**src/rtl/poly_mult_arbiter.sv**
```systemverilog
// Two-client arbiter for a shared poly_mult core: round-robin grant, owner-muxed
// core controls, and hold-off of the release while a multiplication is in flight.
//
//   state | meaning
//   IDLE  | no owner; arbitrate on req
//   OWN   | owner drives the core and may start jobs
//   DRAIN | owner released req mid-job; hold grant until pm_valid
//   GAP   | one dead cycle with everything low before re-arbitration
module poly_mult_arbiter #(
    parameter int RAMWIDTH       = 128,
    parameter int M              = 16,
    parameter int LOG_MAX_WEIGHT = 8,
    parameter int RA_W           = 9
) (
    input  logic                              clk,
    input  logic                              rst,
    input  logic [1:0]                        req,
    output logic [1:0]                        gnt,
    output logic                              busy,
    input  logic [1:0]                        r_start,
    input  logic [2*M-1:0]                    r_loc_in,
    input  logic [2*(LOG_MAX_WEIGHT+1)-1:0]   r_weight,
    input  logic [2*RAMWIDTH-1:0]             r_mux_word_0,
    input  logic [2*RAMWIDTH-1:0]             r_mux_word_1,
    input  logic [1:0]                        r_rd_dout,
    input  logic [2*RA_W-1:0]                 r_addr_result,
    input  logic [1:0]                        r_add_wr_en,
    input  logic [2*RA_W-1:0]                 r_add_addr,
    input  logic [2*RAMWIDTH-1:0]             r_add_in,
    output logic [1:0]                        r_valid,
    output logic                              drop_err,
    output logic                              pm_start,
    output logic [M-1:0]                      pm_loc_in,
    output logic [LOG_MAX_WEIGHT:0]           pm_weight,
    output logic [RAMWIDTH-1:0]               pm_mux_word_0,
    output logic [RAMWIDTH-1:0]               pm_mux_word_1,
    output logic                              pm_rd_dout,
    output logic [RA_W-1:0]                   pm_addr_result,
    output logic                              pm_add_wr_en,
    output logic [RA_W-1:0]                   pm_add_addr,
    output logic [RAMWIDTH-1:0]               pm_add_in,
    input  logic                              pm_valid
);

    localparam int WW = LOG_MAX_WEIGHT + 1;

    typedef enum logic [1:0] {
        S_IDLE  = 2'd0,
        S_OWN   = 2'd1,
        S_DRAIN = 2'd2,
        S_GAP   = 2'd3
    } state_t;

    state_t     state_q, state_d;
    logic [1:0] gnt_q, gnt_d;
    logic       owner_q, owner_d;
    logic       last_q, last_d;
    logic       job_active_q, job_active_d;
    logic       drop_err_q, drop_err_d;
    logic       winner;
    logic       drive_core;

    // Single requester wins outright; on a tie the client that did not go last wins.
    always_comb begin
        winner = ~last_q;
        case (req)
            2'b01:   winner = 1'b0;
            2'b10:   winner = 1'b1;
            default: winner = ~last_q;
        endcase
    end

    assign drive_core = (state_q == S_OWN) || (state_q == S_DRAIN);

    always_comb begin
        pm_start       = 1'b0;
        pm_loc_in      = '0;
        pm_weight      = '0;
        pm_mux_word_0  = '0;
        pm_mux_word_1  = '0;
        pm_rd_dout     = 1'b0;
        pm_addr_result = '0;
        pm_add_wr_en   = 1'b0;
        pm_add_addr    = '0;
        pm_add_in      = '0;
        if (drive_core) begin
            pm_start       = (state_q == S_OWN) && (owner_q ? r_start[1] : r_start[0]);
            pm_loc_in      = owner_q ? r_loc_in[M +: M]               : r_loc_in[0 +: M];
            pm_weight      = owner_q ? r_weight[WW +: WW]             : r_weight[0 +: WW];
            pm_mux_word_0  = owner_q ? r_mux_word_0[RAMWIDTH +: RAMWIDTH] : r_mux_word_0[0 +: RAMWIDTH];
            pm_mux_word_1  = owner_q ? r_mux_word_1[RAMWIDTH +: RAMWIDTH] : r_mux_word_1[0 +: RAMWIDTH];
            pm_rd_dout     = owner_q ? r_rd_dout[1]                   : r_rd_dout[0];
            pm_addr_result = owner_q ? r_addr_result[RA_W +: RA_W]    : r_addr_result[0 +: RA_W];
            pm_add_wr_en   = owner_q ? r_add_wr_en[1]                 : r_add_wr_en[0];
            pm_add_addr    = owner_q ? r_add_addr[RA_W +: RA_W]       : r_add_addr[0 +: RA_W];
            pm_add_in      = owner_q ? r_add_in[RAMWIDTH +: RAMWIDTH] : r_add_in[0 +: RAMWIDTH];
        end
    end

    // A start in the same cycle as pm_valid means a fresh job is in flight.
    always_comb begin
        job_active_d = job_active_q;
        if (pm_start) begin
            job_active_d = 1'b1;
        end else if (pm_valid) begin
            job_active_d = 1'b0;
        end
    end

    assign drop_err_d = drop_err_q | (|(r_start & ~gnt_q));

    always_comb begin
        state_d = state_q;
        gnt_d   = gnt_q;
        owner_d = owner_q;
        last_d  = last_q;
        case (state_q)
            S_IDLE: begin
                gnt_d = 2'b00;
                if (|req) begin
                    owner_d = winner;
                    last_d  = winner;
                    gnt_d   = winner ? 2'b10 : 2'b01;
                    state_d = S_OWN;
                end
            end
            S_OWN: begin
                if (!(owner_q ? req[1] : req[0])) begin
                    if (job_active_d) begin
                        state_d = S_DRAIN;
                    end else begin
                        state_d = S_GAP;
                        gnt_d   = 2'b00;
                    end
                end
            end
            S_DRAIN: begin
                if (!job_active_d) begin
                    state_d = S_GAP;
                    gnt_d   = 2'b00;
                end
            end
            S_GAP: begin
                state_d = S_IDLE;
                gnt_d   = 2'b00;
            end
            default: begin
                state_d = S_IDLE;
                gnt_d   = 2'b00;
            end
        endcase
    end

    always_ff @(posedge clk) begin
        if (rst) begin
            state_q      <= S_IDLE;
            gnt_q        <= 2'b00;
            owner_q      <= 1'b0;
            last_q       <= 1'b1;
            job_active_q <= 1'b0;
            drop_err_q   <= 1'b0;
        end else begin
            state_q      <= state_d;
            gnt_q        <= gnt_d;
            owner_q      <= owner_d;
            last_q       <= last_d;
            job_active_q <= job_active_d;
            drop_err_q   <= drop_err_d;
        end
    end

    assign gnt      = gnt_q;
    assign busy     = drive_core;
    assign r_valid  = {2{pm_valid}} & gnt_q;
    assign drop_err = drop_err_q;

endmodule

```
**config.mk**
```make
export PLATFORM = sky130hd
export DESIGN_NAME = poly_mult_arbiter
export DESIGN_NICKNAME = d
export VERILOG_FILES = /design/src/rtl/poly_mult_arbiter.sv
export SDC_FILE = /design/constraint.sdc
export NUM_CORES = 1
export LEC_CHECK = 0
export CAP_MARGIN = 20
export CORE_AREA = 2 2 505 507
export CTS_CLUSTER_DIAMETER = 30
export DETAILED_ROUTE_END_ITERATION = 8
export DIE_AREA = 0 0 507 509
export GPL_ROUTABILITY_DRIVEN = 0
export PLACE_DENSITY_LB_ADDON = 0.2
export SETUP_SLACK_MARGIN = 0.05
export SLEW_MARGIN = 25
export SYNTH_ARGS = -nofsm -noshare
export SYNTH_HDL_FRONTEND = slang
export SYNTH_SLANG_ARGS = --single-unit
export TNS_END_PERCENT = 5
```
**constraint.sdc**
```tcl
create_clock -name clk -period 5.8 [get_ports clk]
set_input_delay 0.87 -clock clk [delete_from_list [all_inputs] [get_ports clk]]
set_output_delay 0.87 -clock clk [all_outputs]
set_load 0.005 [all_outputs]
```
==> results.yml <==
layout:
  register_area_sq_um: 164
  stdcell_count: 5666
  fin_area_sq_um: 25600
  multiInputGateArea_sq_um: 7540
  layout-drive-gt1-share: 0.0345
  nNetsFinal: 3136
  area_growth_pct: 222
  final_util: 0.101
  fillers: 29400
placed_design:
  dp.cells: 5626
  dp_slack_ns: 1.64
  placed_cell_area_sq_um: 25400
  hpwl_microns: 151000
  port_buffers: 1300
timing:
  finClkSkew_ns: 0.00176
  layout_setup_ws_ns: 1.53
  holdWs_ns: 0.523
  period_share: 0.737
  tightest_slew_ns: 1.11
  relSlewSlack: 0.238
  post-route-min-period_ns: 4.27
  hold_violations: 0
  tns_ns: 0
  fmax_ghz: 0.234
  rsz0062_at_grt: "no"
  finalSetupViolations: 0
  drv_slew: 0
detailed_routing:
  drtIter0Drc: 632
  vias_per_cell: 2.39
  detail_route.wl_per_cell_microns: 28.3
  firstDrtPassIters: 4
  vias: 13500
  drc_errors: 0
  wirelength_microns: 161000
  ant_nets: 0
synth:
  ys_seq_elements: 8
  synth_warnings: 0
  netlist_area_sq_um: 7940
  synthCells: 1018
  synth_edf_count: 0
  synth_area_leaders: "mux2i_1 (54%), nor2b_1 (34%), buf_2 (2.7%)"
  synthesis.nets: 1889
  yosysSeqAreaShare: 0.0202
  yosys.area.top_type: "mux2i_1"
  ys_types: 28
  synth_most_common_cell: "nor2b_1"
  async_flop_share: 0
  syn_avg_cell_area_sq_um: 7.80
  synth_flop_cell: "dfxtp_1"
  synth_top_area_frac: 0.543
  synth.cells.most_frequent: "nor2b_1 (433), mux2i_1 (431), clkbuf_1 (53)"
floorplan:
  io_pins: 1301
  dieWidth_microns: 507
  rows: 185
  dieArea_sq_um: 258000
  core-area_sq_um: 253000
  die_h_microns: 509
  start_util: 0.0314
grt:
  grt_pass1_vias: 13800
  grt_overflow_total: 0
  antenna_found_initial: 211
  grt_max_degree: 71
  track_usage: 0.118
  grt_pass1_wl_microns: 189000
setup_path:
  crit_fanout: 62
  end_kind: "primary output"
  worst_setup_path_start_kind: "register"
  crit_arrival_ns: 3.40
  worstReg2RegEnd: "state_q[0]"
  cp-startpoint: "owner_q"
  path_class: "register to primary output"
  cp.required_ns: 4.93
  reg2reg_slack_ns: 2.93
  crit_end: "pm_loc_in[2]"
  rr_startpoint: "owner_q"
  reg2regPathDepth: 6
clock_tree:
  post-cts-setup-buffers: 0
  hold_buffers: 0
  cts.sinks: 8
  cts_root_buf: "clkbuf_16"
  path_clk_slew_ns: 0.04
  cts_buffer_depth: 2
  cts_htree_levels: 1
  cts_tree: "yes"
  cts_buffers: 3
  post_cts_resized: 0
  clock_latency_ns: 0.24
min_path:
  min_path_type: "register to register"
power:
  powerDensity_nw_per_um2: 405
  max-vdd-ir-drop_mv: 0.230
  total_leakage_power_nw: 7.76
  power_mw: 10.3
run:
  maxCapViolations: 0
outcome:
  status: "complete, no violations"
==> kinds of logic (layout without fill, tap and decap cells) <==
kind of cell / count (synthesis) / in the layout / synth area share
multiplexers: 433 / 433 / 0.548
AND/OR/NAND/NOR: 453 / 453 / 0.354
AO/OA/AOI/OAI: 13 / 13 / 0.0123
other: 0 / 36 / 0
adder cells (fa/ha/maj): 6 / 6 / 0.00945
buffers and inverters: 105 / 1351 / 0.0564
flip-flops: 8 / 8 / 0.0202
==> flip-flops by register name (all words and copies together), names as in the netlist <==
| register | count |
|---|---|
| owner_q | 1 |
| state_q | 2 |
| drop_err | 1 |
| job_active_q | 1 |
| last_q | 1 |
| gnt | 2 |
==> placed cells by master (no fill, tap or decap), types with 4 or more instances in the layout <==
cell,synthesis,routed
clkdlybuf4s50_1,0,1300
nor2b_1,433,433
mux2i_1,431,402
diode_2,0,36
buf_4,0,25
mux2i_2,0,19
mux2i_4,1,11
buf_12,0,9
inv_1,8,8
nor2_1,8,8
dfxtp_1,8,7
ha_1,6,5
buf_6,0,4
==> report_power, final <==
part / leakage (nW) / switching [mW] / total (mW) / internal, mW
logic: 7.66 / 4.79 / 10.1 / 5.29
registers: 0.0667 / 0.0674 / 0.143 / 0.0753
clock network: 0.0384 / 0.0316 / 0.124 / 0.0921
total: 7.76 / 4.89 / 10.3 / 5.46
==> metal layers <==
metal	global-route usage	vias to the layer above	share of wire	wire [microns]
met3	0.0593	300	0.12	19200
met2	0.214	1026	0.50	80300
met4	0.00904	148	0.011	1820
li1	-	5983	-	-
met1	0.125	6058	0.36	58300
met5	0	-	0.0061	984
==> critical path: stages (launching register included) <==
cell and delay [ns]:
dfxtp_4 0.76, buf_12 0.27, buf_12 0.36, mux2i_1 0.88, nor2b_1 0.18, clkdlybuf4s50_1 0.51
==> how the worst min path moves through the flow <==
stage,from,end,cells past startpoint
finish,drop_err,drop_err,2
global route,drop_err,drop_err,2
CTS,drop_err,drop_err,2
detailed placement,drop_err,drop_err,2
global placement,drop_err,drop_err,2
floorplan,drop_err,drop_err,2
==> final cells by class <==
class | instances | share of cell area
repair buffers | 1339 | 0.526
diodes | 36 | 0.00352
inverters | 8 | 0.00117
well taps | 3366 | 0.165
clock buffers | 4 | 0.00308
flip-flops and latches | 8 | 0.00641
multi-input cells | 905 | 0.295
Power figures use the tool's default switching activity.
